[src/rtl/cpu_pkg.sv]
// Shared encodings, pipeline register layouts and ALU helpers for the cpu core.
package cpu_pkg;

  localparam logic [6:0] OPC_OP     = 7'b0110011;
  localparam logic [6:0] OPC_OP_IMM = 7'b0010011;
  localparam logic [6:0] OPC_LOAD   = 7'b0000011;
  localparam logic [6:0] OPC_STORE  = 7'b0100011;
  localparam logic [6:0] OPC_BRANCH = 7'b1100011;
  localparam logic [6:0] OPC_JAL    = 7'b1101111;
  localparam logic [6:0] OPC_JALR   = 7'b1100111;
  localparam logic [6:0] OPC_LUI    = 7'b0110111;
  localparam logic [6:0] OPC_AUIPC  = 7'b0010111;

  localparam logic [2:0] F3_ADD  = 3'b000;
  localparam logic [2:0] F3_SLL  = 3'b001;
  localparam logic [2:0] F3_SLT  = 3'b010;
  localparam logic [2:0] F3_SLTU = 3'b011;
  localparam logic [2:0] F3_XOR  = 3'b100;
  localparam logic [2:0] F3_SR   = 3'b101;
  localparam logic [2:0] F3_OR   = 3'b110;
  localparam logic [2:0] F3_AND  = 3'b111;
  localparam logic [2:0] F3_WORD = 3'b010;

  localparam logic [2:0] F3_BEQ  = 3'b000;
  localparam logic [2:0] F3_BNE  = 3'b001;
  localparam logic [2:0] F3_BLT  = 3'b100;
  localparam logic [2:0] F3_BGE  = 3'b101;
  localparam logic [2:0] F3_BLTU = 3'b110;
  localparam logic [2:0] F3_BGEU = 3'b111;

  localparam logic [6:0] F7_BASE = 7'b0000000;
  localparam logic [6:0] F7_ALT  = 7'b0100000;

  typedef enum logic [3:0] {
    ALU_ADD, ALU_SUB, ALU_AND, ALU_OR, ALU_XOR, ALU_SLL,
    ALU_SRL, ALU_SRA, ALU_SLT, ALU_SLTU, ALU_PASSB
  } alu_op_e;

  typedef enum logic [1:0] {FWD_REG, FWD_MEM, FWD_WB} fwd_sel_e;

  typedef struct packed {
    logic        vld;
    logic [31:0] pc;
    logic [31:0] instr;
  } if_id_t;

  typedef struct packed {
    logic        vld;
    logic [31:0] pc;
    logic [31:0] rs1_val;
    logic [31:0] rs2_val;
    logic [31:0] imm;
    logic [4:0]  rs1;
    logic [4:0]  rs2;
    logic [4:0]  rd;
    alu_op_e     alu_op;
    logic        a_pc;
    logic        b_imm;
    logic        reg_write;
    logic        mem_read;
    logic        mem_write;
    logic        branch;
    logic        jal;
    logic        jalr;
    logic [2:0]  funct3;
  } id_ex_t;

  typedef struct packed {
    logic        reg_write;
    logic        mem_read;
    logic        mem_write;
    logic [4:0]  rd;
    logic [31:0] result;
    logic [31:0] store_data;
  } ex_mem_t;

  typedef struct packed {
    logic        reg_write;
    logic        mem_read;
    logic [4:0]  rd;
    logic [31:0] result;
    logic [31:0] load_data;
  } mem_wb_t;

  // alt selects SUB/SRA; callers only raise it where the encoding permits.
  function automatic alu_op_e alu_decode(logic [2:0] f3, logic alt);
    alu_op_e op;
    case (f3)
      F3_ADD:  op = alt ? ALU_SUB : ALU_ADD;
      F3_SLL:  op = ALU_SLL;
      F3_SLT:  op = ALU_SLT;
      F3_SLTU: op = ALU_SLTU;
      F3_XOR:  op = ALU_XOR;
      F3_SR:   op = alt ? ALU_SRA : ALU_SRL;
      F3_OR:   op = ALU_OR;
      default: op = ALU_AND;
    endcase
    return op;
  endfunction

  function automatic logic [31:0] alu_calc(alu_op_e op, logic [31:0] a, logic [31:0] b);
    logic [31:0] r;
    case (op)
      ALU_SUB:   r = a - b;
      ALU_AND:   r = a & b;
      ALU_OR:    r = a | b;
      ALU_XOR:   r = a ^ b;
      ALU_SLL:   r = a << b[4:0];
      ALU_SRL:   r = a >> b[4:0];
      ALU_SRA:   r = $signed(a) >>> b[4:0];
      ALU_SLT:   r = {31'b0, $signed(a) < $signed(b)};
      ALU_SLTU:  r = {31'b0, a < b};
      ALU_PASSB: r = b;
      default:   r = a + b;
    endcase
    return r;
  endfunction

  function automatic fwd_sel_e fwd_pick(logic [4:0] rs, logic em_we, logic [4:0] em_rd,
                                        logic mw_we, logic [4:0] mw_rd);
    fwd_sel_e s;
    s = FWD_REG;
    if (rs != 5'd0 && mw_we && mw_rd == rs) s = FWD_WB;
    if (rs != 5'd0 && em_we && em_rd == rs) s = FWD_MEM;
    return s;
  endfunction

endpackage

[src/rtl/cpu_regfile.sv]
// 32x32 GPR file: two async read ports with write-through, one posedge write port.
module cpu_regfile (
  input  logic        clk,
  input  logic        rst,
  input  logic [4:0]  ra1,
  input  logic [4:0]  ra2,
  output logic [31:0] rd1,
  output logic [31:0] rd2,
  input  logic        we,
  input  logic [4:0]  wa,
  input  logic [31:0] wd
);

  logic [31:0] registers [0:31];

  always_ff @(posedge clk) begin
    if (rst) begin
      for (int i = 0; i < 32; i++) registers[i] <= '0;
    end else if (we && wa != 5'd0) begin
      registers[wa] <= wd;
    end
  end

  // x0 is never written, so it always reads back zero.
  always_comb begin
    rd1 = registers[ra1];
    rd2 = registers[ra2];
    if (we && wa != 5'd0 && wa == ra1) rd1 = wd;
    if (we && wa != 5'd0 && wa == ra2) rd2 = wd;
  end

endmodule

[src/rtl/cpu.sv]
// 5-stage RV32I-subset pipeline: forwarding into EX, 1-cycle load-use stall,
// branches/jumps resolved in EX with a 2-slot flush.
module cpu
  import cpu_pkg::*;
#(
  parameter logic [31:0] RESET_PC = 32'h0000_0000
) (
  input  logic        clk,
  input  logic        rst,
  output logic [31:0] instr_addr,
  input  logic [31:0] instruction,
  output logic [31:0] data_addr,
  output logic [31:0] data_out,
  input  logic [31:0] data_in,
  output logic        mem_write,
  output logic        mem_read
);

  logic [31:0] pc;
  if_id_t      if_id;
  id_ex_t      id_ex, id_dec;
  ex_mem_t     ex_mem, ex_res;
  mem_wb_t     mem_wb;

  logic        stall, flush, br_taken;
  logic [31:0] target, wb_val, rf_rd1, rf_rd2;
  logic [31:0] fa, fb, alu_a, alu_b;
  fwd_sel_e    sel_a, sel_b;

  assign instr_addr = pc;
  assign data_addr  = ex_mem.result;
  assign data_out   = ex_mem.store_data;
  assign mem_write  = ex_mem.mem_write;
  assign mem_read   = ex_mem.mem_read;
  assign wb_val     = mem_wb.mem_read ? mem_wb.load_data : mem_wb.result;

  cpu_regfile registers (
    .clk (clk),
    .rst (rst),
    .ra1 (if_id.instr[19:15]),
    .ra2 (if_id.instr[24:20]),
    .rd1 (rf_rd1),
    .rd2 (rf_rd2),
    .we  (mem_wb.reg_write),
    .wa  (mem_wb.rd),
    .wd  (wb_val)
  );

  // ID: decode; invalid slots and unknown opcodes leave every control bit low.
  logic [31:0] ins, imm_i, imm_s, imm_b, imm_u, imm_j;
  assign ins   = if_id.instr;
  assign imm_i = {{20{ins[31]}}, ins[31:20]};
  assign imm_s = {{20{ins[31]}}, ins[31:25], ins[11:7]};
  assign imm_b = {{19{ins[31]}}, ins[31], ins[7], ins[30:25], ins[11:8], 1'b0};
  assign imm_u = {ins[31:12], 12'b0};
  assign imm_j = {{11{ins[31]}}, ins[31], ins[19:12], ins[20], ins[30:21], 1'b0};

  always_comb begin
    id_dec         = '0;
    id_dec.vld     = if_id.vld;
    id_dec.pc      = if_id.pc;
    id_dec.rs1_val = rf_rd1;
    id_dec.rs2_val = rf_rd2;
    id_dec.rs1     = ins[19:15];
    id_dec.rs2     = ins[24:20];
    id_dec.rd      = ins[11:7];
    id_dec.funct3  = ins[14:12];
    id_dec.alu_op  = ALU_ADD;
    if (if_id.vld) begin
      case (ins[6:0])
        OPC_OP: begin
          id_dec.reg_write = 1'b1;
          id_dec.alu_op    = alu_decode(ins[14:12], ins[30]);
        end
        OPC_OP_IMM: begin
          id_dec.reg_write = 1'b1;
          id_dec.b_imm     = 1'b1;
          id_dec.imm       = imm_i;
          id_dec.alu_op    = alu_decode(ins[14:12], ins[30] && ins[14:12] == F3_SR);
        end
        OPC_LOAD: begin
          id_dec.reg_write = 1'b1;
          id_dec.mem_read  = 1'b1;
          id_dec.b_imm     = 1'b1;
          id_dec.imm       = imm_i;
        end
        OPC_STORE: begin
          id_dec.mem_write = 1'b1;
          id_dec.b_imm     = 1'b1;
          id_dec.imm       = imm_s;
        end
        OPC_BRANCH: begin
          id_dec.branch = 1'b1;
          id_dec.imm    = imm_b;
        end
        OPC_JAL: begin
          id_dec.jal       = 1'b1;
          id_dec.reg_write = 1'b1;
          id_dec.imm       = imm_j;
        end
        OPC_JALR: begin
          id_dec.jalr      = 1'b1;
          id_dec.reg_write = 1'b1;
          id_dec.imm       = imm_i;
        end
        OPC_LUI: begin
          id_dec.reg_write = 1'b1;
          id_dec.b_imm     = 1'b1;
          id_dec.imm       = imm_u;
          id_dec.alu_op    = ALU_PASSB;
        end
        OPC_AUIPC: begin
          id_dec.reg_write = 1'b1;
          id_dec.b_imm     = 1'b1;
          id_dec.a_pc      = 1'b1;
          id_dec.imm       = imm_u;
        end
        default: ;
      endcase
    end
  end

  assign stall = if_id.vld && id_ex.mem_read && id_ex.rd != 5'd0 &&
                 (id_ex.rd == ins[19:15] || id_ex.rd == ins[24:20]);

  // EX: operand forwarding, ALU, branch resolution.
  always_comb begin
    sel_a = fwd_pick(id_ex.rs1, ex_mem.reg_write, ex_mem.rd, mem_wb.reg_write, mem_wb.rd);
    sel_b = fwd_pick(id_ex.rs2, ex_mem.reg_write, ex_mem.rd, mem_wb.reg_write, mem_wb.rd);
    case (sel_a)
      FWD_MEM: fa = ex_mem.result;
      FWD_WB:  fa = wb_val;
      default: fa = id_ex.rs1_val;
    endcase
    case (sel_b)
      FWD_MEM: fb = ex_mem.result;
      FWD_WB:  fb = wb_val;
      default: fb = id_ex.rs2_val;
    endcase
    alu_a = id_ex.a_pc  ? id_ex.pc  : fa;
    alu_b = id_ex.b_imm ? id_ex.imm : fb;

    case (id_ex.funct3)
      F3_BEQ:  br_taken = (fa == fb);
      F3_BNE:  br_taken = (fa != fb);
      F3_BLT:  br_taken = ($signed(fa) <  $signed(fb));
      F3_BGE:  br_taken = ($signed(fa) >= $signed(fb));
      F3_BLTU: br_taken = (fa <  fb);
      F3_BGEU: br_taken = (fa >= fb);
      default: br_taken = 1'b0;
    endcase

    flush  = id_ex.vld && ((id_ex.branch && br_taken) || id_ex.jal || id_ex.jalr);
    target = id_ex.jalr ? ((fa + id_ex.imm) & ~32'd1) : (id_ex.pc + id_ex.imm);

    ex_res            = '0;
    ex_res.reg_write  = id_ex.reg_write;
    ex_res.mem_read   = id_ex.mem_read;
    ex_res.mem_write  = id_ex.mem_write;
    ex_res.rd         = id_ex.rd;
    ex_res.store_data = fb;
    ex_res.result     = (id_ex.jal || id_ex.jalr) ? (id_ex.pc + 32'd4)
                                                  : alu_calc(id_ex.alu_op, alu_a, alu_b);
  end

  always_ff @(posedge clk) begin
    if (rst) begin
      pc     <= RESET_PC;
      if_id  <= '0;
      id_ex  <= '0;
      ex_mem <= '0;
      mem_wb <= '0;
    end else begin
      ex_mem <= ex_res;
      mem_wb <= '{reg_write: ex_mem.reg_write, mem_read: ex_mem.mem_read,
                  rd: ex_mem.rd, result: ex_mem.result, load_data: data_in};
      if (flush) begin
        pc    <= target;
        if_id <= '0;
        id_ex <= '0;
      end else if (stall) begin
        id_ex <= '0;
      end else begin
        pc    <= pc + 32'd4;
        if_id <= '{vld: 1'b1, pc: pc, instr: instruction};
        id_ex <= id_dec;
      end
    end
  end

endmodule

[config.mk]
export PLATFORM = sky130hd
export DESIGN_NAME = cpu
export DESIGN_NICKNAME = d
export VERILOG_FILES = /design/src/rtl/cpu_pkg.sv /design/src/rtl/cpu_regfile.sv /design/src/rtl/cpu.sv
export SDC_FILE = /design/constraint.sdc
export NUM_CORES = 2
export LEC_CHECK = 0
export ABC_CLOCK_PERIOD_IN_PS = 15600
export BUFFER_PORTS_ARGS = -buffer_cell sky130_fd_sc_hd__buf_4
export CAP_MARGIN = 20
export CELL_PAD_IN_SITES_DETAIL_PLACEMENT = 1
export CELL_PAD_IN_SITES_GLOBAL_PLACEMENT = 2
export CORE_ASPECT_RATIO = 0.9
export CORE_MARGIN = 2
export CORE_UTILIZATION = 48
export CTS_CLUSTER_DIAMETER = 150
export CTS_CLUSTER_SIZE = 25
export DETAILED_ROUTE_END_ITERATION = 12
export PLACE_DENSITY = 0.92
export SYNTH_ARGS = -nofsm -noshare
export SYNTH_HDL_FRONTEND = slang
export SYNTH_SLANG_ARGS = --single-unit
[constraint.sdc]
create_clock -name clk -period 15.6 [get_ports clk]
set_input_delay 3.12 -clock clk [delete_from_list [all_inputs] [get_ports clk]]
set_output_delay 3.12 -clock clk [all_outputs]
set_load 0.1 [all_outputs]
### After elaboration in Yosys (flattened, before gate mapping)

Memory sizes are Yosys's and may differ from the RTL's. A register that Yosys moved wholly into a read port is not among the register bits.
Cells that the tools add are included.

| word-level totals | value |
|---|---|
| bits of input ports | 66 |
| register bits | 335 |
| memories kept | 1 |
| word-level logic and storage cells | 166 |
| output and inout bits | 98 |
| RAM bits | 1,024 |

| operators by class | value |
|---|---|
| add/sub/neg operators | 6 |
| equal/unequal tests | 43 |
| multiplexer cells | 39 |
| shift-type cells | 3 |
| reductions and logical operators | 33 |
| $lt $le $gt $ge | 6 |
| bitwise gates (word level) | 4 |

Memory list:

| memory | words | width | read ports | clocked after Yosys merged registers in | wr ports | RTL line | RTL |
|---|---|---|---|---|---|---|---|
| registers.registers | 32 | 32 | 2 | 2 | 32 | cpu_regfile.sv:14 | `logic [31:0] registers [0:31];` |

Operator list:

| kind | count |
|---|---|
| 32-bit case mux with 10 select lines | 1 |
| 32-bit two-way mux | 8 |
| 32-bit case mux with 5 select lines | 1 |
| 32-bit less-than comparator | 4 |
| 32-bit case mux with 2 select lines | 2 |
| 32-bit adder | 3 |
| 32-bit by 3-bit adder with 32-bit output, second input constant | 2 |
| 32-bit greater-or-equal comparator | 2 |
| 4-bit case mux with 7 select lines | 2 |
| 32-bit bitwise AND | 1 |
| 32-bit equality test | 1 |
| 32-bit != test | 1 |
| 32-bit OR | 1 |
| 32-bit OR reduction | 1 |
| 32-bit by 5-bit << shifter with 32-bit output | 1 |
| 32-bit by 5-bit right shift with 32-bit output | 1 |
| 32-bit by 5-bit >>> shifter with 32-bit output | 1 |
| 32-bit subtractor | 1 |
| 32-bit bitwise XOR | 1 |
| 5-bit equality test | 6 |
| 3-bit equality test, second input constant | 7 |
| 7-bit by 6-bit equality test with 1-bit output, second input constant | 3 |
| 7-bit equality test, second input constant | 3 |
| 5-bit nonzero test | 4 |
| other kinds (25) | 76 |

### Longest topological paths before layout

| depth | value |
|---|---|
| depth after elaboration | 14 |
| gate-level depth with buffers | 26 |
| gate-level depth less buffers | 21 |

### Cells and area by module

Synthesis repeated with hierarchy kept, for this count alone.

| second synthesis, totals | value |
|---|---|
| cells, all modules | 7,129 |
| area total of the unflattened synthesis | 83,985.5 um^2 |

By module, submodules not included:

| module | seq. area each (um^2) | times used | area an instance (um^2) | cells each |
|---|---|---|---|---|
| cpu_regfile | 30,749.5 | 1 | 54,461.0 | 3,494 |
| cpu | 7,987.7 | 1 | 29,524.6 | 3,635 |

### Worst setup path before layout

OpenSTA, ideal clock, no wires.

| timing | value |
|---|---|
| path kind | input to register |
| start | input rst |
| end | memory registers.registers[12][0], enable pin |
| required time | 15.206 ns |
| buffers on the path | 0 |
| slack | 10.268 ns |
| library setup time | 0.394 ns |
| data arrival time | 4.938 ns |
| stages | 4 |
| cell sequence | nand2b_1 nor4_1 nand2_1 nand2b_1 |

RTL lines:

| what | RTL line | RTL |
|---|---|---|
| start, declared | cpu.sv:9 | `input logic rst,` |
| end, declared | cpu_regfile.sv:14 |  |

### Worst setup path after layout

| timing | value |
|---|---|
| start | register mem_wb[69] in the netlist's numbering |
| end | register if_id (netlist bit ins[19]) |

| between the ends | value |
|---|---|
| cells in the longest elaborated chain, start to end | 9 |
| elaborated cells on any way between the ends | 15 |
| those cells by class | order compare: 4; eq/ne: 2; mux: 4; reduce/logical: 5 |

Ends and longest elaborated chain:

| what | RTL line | RTL |
|---|---|---|
| start, declared | cpu.sv:23 | `mem_wb_t mem_wb;` |
| start signal, assigned | cpu.sv:175 | `mem_wb <= '{reg_write: ex_mem.reg_write, mem_read: ex_mem.mem_read,` |
| 32-bit two-way mux (*) | cpu.sv:35 | `assign wb_val = mem_wb.mem_read ? mem_wb.load_data : mem_wb.result;` |
| 32-bit case mux with 2 select lines, on equally long branches | cpu.sv:130, cpu.sv:135 |  |
| 32-bit greater-or-equal comparator (tied with other cells) | cpu.sv:149 | `F3_BGEU: br_taken = (fa >= fb);` |
| 1-bit case mux with 6 select lines (*) | cpu.sv:143 | `case (id_ex.funct3)` |
| 1-bit logical AND (*) | cpu.sv:153 | `flush = id_ex.vld && ((id_ex.branch && br_taken) \|\| id_ex.jal \|\| id_ex.jalr);` |
| 1-bit logical OR (*) (2 in a row) | cpu.sv:153 |  |
| 1-bit logical AND (*) | cpu.sv:153 |  |
| 2-bit OR reduction (no source line) (*) | -- |  |
| end signal, assigned | cpu.sv:185 | `if_id <= '{vld: 1'b1, pc: pc, instr: instruction};` |
| end, declared | cpu.sv:20 | `if_id_t if_id;` |

Every way passes the cells marked *; elsewhere a longest branch is shown, timed or not.
A chain may end at the register's enable or synchronous reset.

==> flow_summary.ini <==
[layout]
area_growth_pct = 7.17
nFillCells = 17300
final_cell_area_sq_mm = 0.0871
layout.nets = 7051
layout-drive-gt1-share = 0.194

[clock_tree]
cts_resized = 0
h-tree-depth = 3
clk_pin_slew_ps = 110
cts_tree = built
clock_latency_ps = 770
cts_max_path_buffers = 3
postCtsHoldBufs = 0
cts_root_buffer = clkbuf_16
post_cts_buffers = 0
numCtsBuffers = 69
clock-sinks = 1423

[sta]
fmax_mhz = 137
setup_violations = 0
setup_tns_ps = 0
post-route-min-period_ps = 7280
worst_pin_slew_ps = 1390
rsz0062_at_grt = false
hold_slack_ps = 465
min_period_over_period = 0.467
hold_viol = 0
slew_headroom = 0.0710
clock_skew_ps = 49.4
final_max_slew_viol_count = 0

[hold_path]
min_path_type = flip-flop to flip-flop

[pwr]
pwr-share-comb = 0.217
peakVddDrop_uv = 101
p_seq_frac = 0.525
p_per_area_mw_per_mm2 = 95.3
switchingPower_uw = 2670
clock_power_share = 0.258
intPower_uw = 5630
switching_share = 0.322
power_leakage_uw = 0.0305

[placed_design]
dpl_cell_area_sq_mm = 0.0850
io_buffers = 163
place.gp.congestion = 1.05
dp_hpwl_um = 234000

[routing]
wl_per_cell_um = 38.2
antenna_left = 0
vias = 64500
dr.pass1.iters = 6
drtIter0Drc = 9619
via_per_inst = 7.12
wl_um = 346000
drc = 0

[floorplanning]
die_y_um = 394
ioPinCount = 164
initial_core_util = 0.482
die_width_um = 438
core_sq_mm = 0.169
dieArea_sq_mm = 0.173
row_count = 143

[yosys]
yosys_warnings = 0
yosysTopAreaCell = edfxtp_1
synth_edf_count = 1024
synthCells = 6949
synth_area_sq_mm = 0.0812
async_flop_share = 0
ys_ff_latch = 1423
synth_common_cells = 1362 x nor2_1, 1024 x edfxtp_1, 644 x mux4_2
synth_top_cell_area_share = 0.378
synth-seq-area-share = 0.477
synth.most_common_cell = nor2_1
synth_area_leaders = edfxtp_1 38%, mux4_2 18%, dfxtp_1 9.8%
avgSynthCellArea_sq_um = 11.7
synth_top_flop_cell = edfxtp_1
ys_types = 96

[outcome]
status = complete, no violations

[global_route]
grt_pass1_vias = 64500
grt_pass1_wl_um = 485000
antenna_found_initial = 17
grt_max_degree = 106
track_usage = 0.395
gr-total-overflow = 0

[critical_path]
critical_path.max_stage_delay_ps = 780
rr_worst_depth = 18
timing.rr.start = mem_wb[69]
critPathCaptureType = flip-flop
critPathLaunch = mem_wb[69]
crit_arrival_ps = 7940
critical_path.top_delay_family = buffers and inverters
critPathMostFrequentCell = buf_4
crit_end = ins[19]
cp_cell_sequence = buf_4, mux2i_4, buf_4, a211oi_1, a21oi_1, ha_1, nand2_1, nor4_1, nand4_1, a2111oi_0, nor4_1, o31ai_1, a21bo_2, a31oi_4, buf_4, nand2b_2, buf_4, nor2_1
worstPathBufferInverterCount = 4
worstPathMaxFanout = 51
worst_setup_path_start_kind = flip-flop
critPathSlowestCell = mux2i_4
crit_type = flip-flop to flip-flop
critPathRequiredTime_ps = 16260
path_depth = 18
r2r_slack_ps = 8320
r2r-end = ins[19]

[flow_run]
max_cap_viol_count = 0
[layout by cell type, fill, tap and decap left out, types with 70 or more instances in the layout]
cell,instances
nand2_1,322
mux4_2,644
o21ai_0,147
edfxtp_1,1024
nor2_1,1355
buf_4,390
a21oi_1,293
nor3_1,70
mux2i_1,165
inv_1,122
a211oi_1,237
xnor2_1,112
nor2b_1,170
dfxtp_1,386
ha_1,192
[cells by family (layout without fill, tap and decap cells)]
kind of cell,Yosys count,count (layout),share of synthesized area
AOI/OAI and AO/OA,1182,1182,0.100
muxes,883,883,0.209
adders and majority gates,196,196,0.0306
DFF,1423,1423,0.477
and+or+nand+nor,2303,2303,0.125
buffers and inverters,797,626,0.0413
other,1,38,0.0000462
xor gates and xnor gates,164,164,0.0177
[final cells by class]
type / count / area, sq um / area share
timing repair buffer: 406 / 3110 / 0.0358
clock inverter: 11 / 191 / 0.00220
tap: 2247 / 2810 / 0.0323
inverter: 129 / 484 / 0.00556
multi-input combinational: 4760 / 39900 / 0.458
antenna: 6 / 15.0 / 0.000172
clock buffer: 80 / 1780 / 0.0204
sequential: 1423 / 38800 / 0.445
[power by group through the flow]
stage / clock [uW] / combinational [uW] / sequential (uW)
floorplan: 0 / 1140 / 4320
global placement: 0 / 1700 / 4410
detailed placement: 0 / 1720 / 4430
CTS: 2140 / 1730 / 4340
global route: 2240 / 1850 / 4360
finish: 2140 / 1800 / 4360
[routing by layer]
layer,wire (um),vias up,track usage
li1,-,25600,-
met1,121000,32700,0.496
met2,155000,4994,0.603
met3,40400,1180,0.0992
met4,29300,8,0.270
met5,62,-,0
[worst min path at each step]
stage / depth (start not counted) / from / endpoint / slack, ps
after detailed placement: 1 / id_dec[129] / id_ex[129] / 440
after floorplan: 1 / ex_res[71] / ex_mem[71] / 410
final: 1 / id_dec[129] / id_ex[129] / 460
after global routing: 1 / id_dec[134] / id_ex[134] / 490
after global placement: 1 / id_dec[140] / id_ex[140] / 440
after CTS: 1 / id_dec[129] / id_ex[129] / 470
[registers in the layout, indices dropped and copies added, names as in the netlist]
name / count
ins: 32
id_ex: 151
mem_read: 1
data_out: 32
mem_write: 1
data_addr: 32
mem_wb: 71
id_dec: 33
ex_res: 8
registers.registers: 1024
instr_addr: 32
ex_mem: 6
[metrics by stage]
step           instances  power, uW  setup WS, ps   util
4_1_cts             9047       8210          8520  0.516
3_3_place_gp        8954       6100          8650  0.504
5_1_grt             9057       8450          8020  0.517
6_report            9062       8300          8320  0.517
2_1_floorplan       6980       5470         10270      -
3_5_place_dp        8956       6150          8580  0.504
No activity file was read; power rests on OpenSTA's default activity.
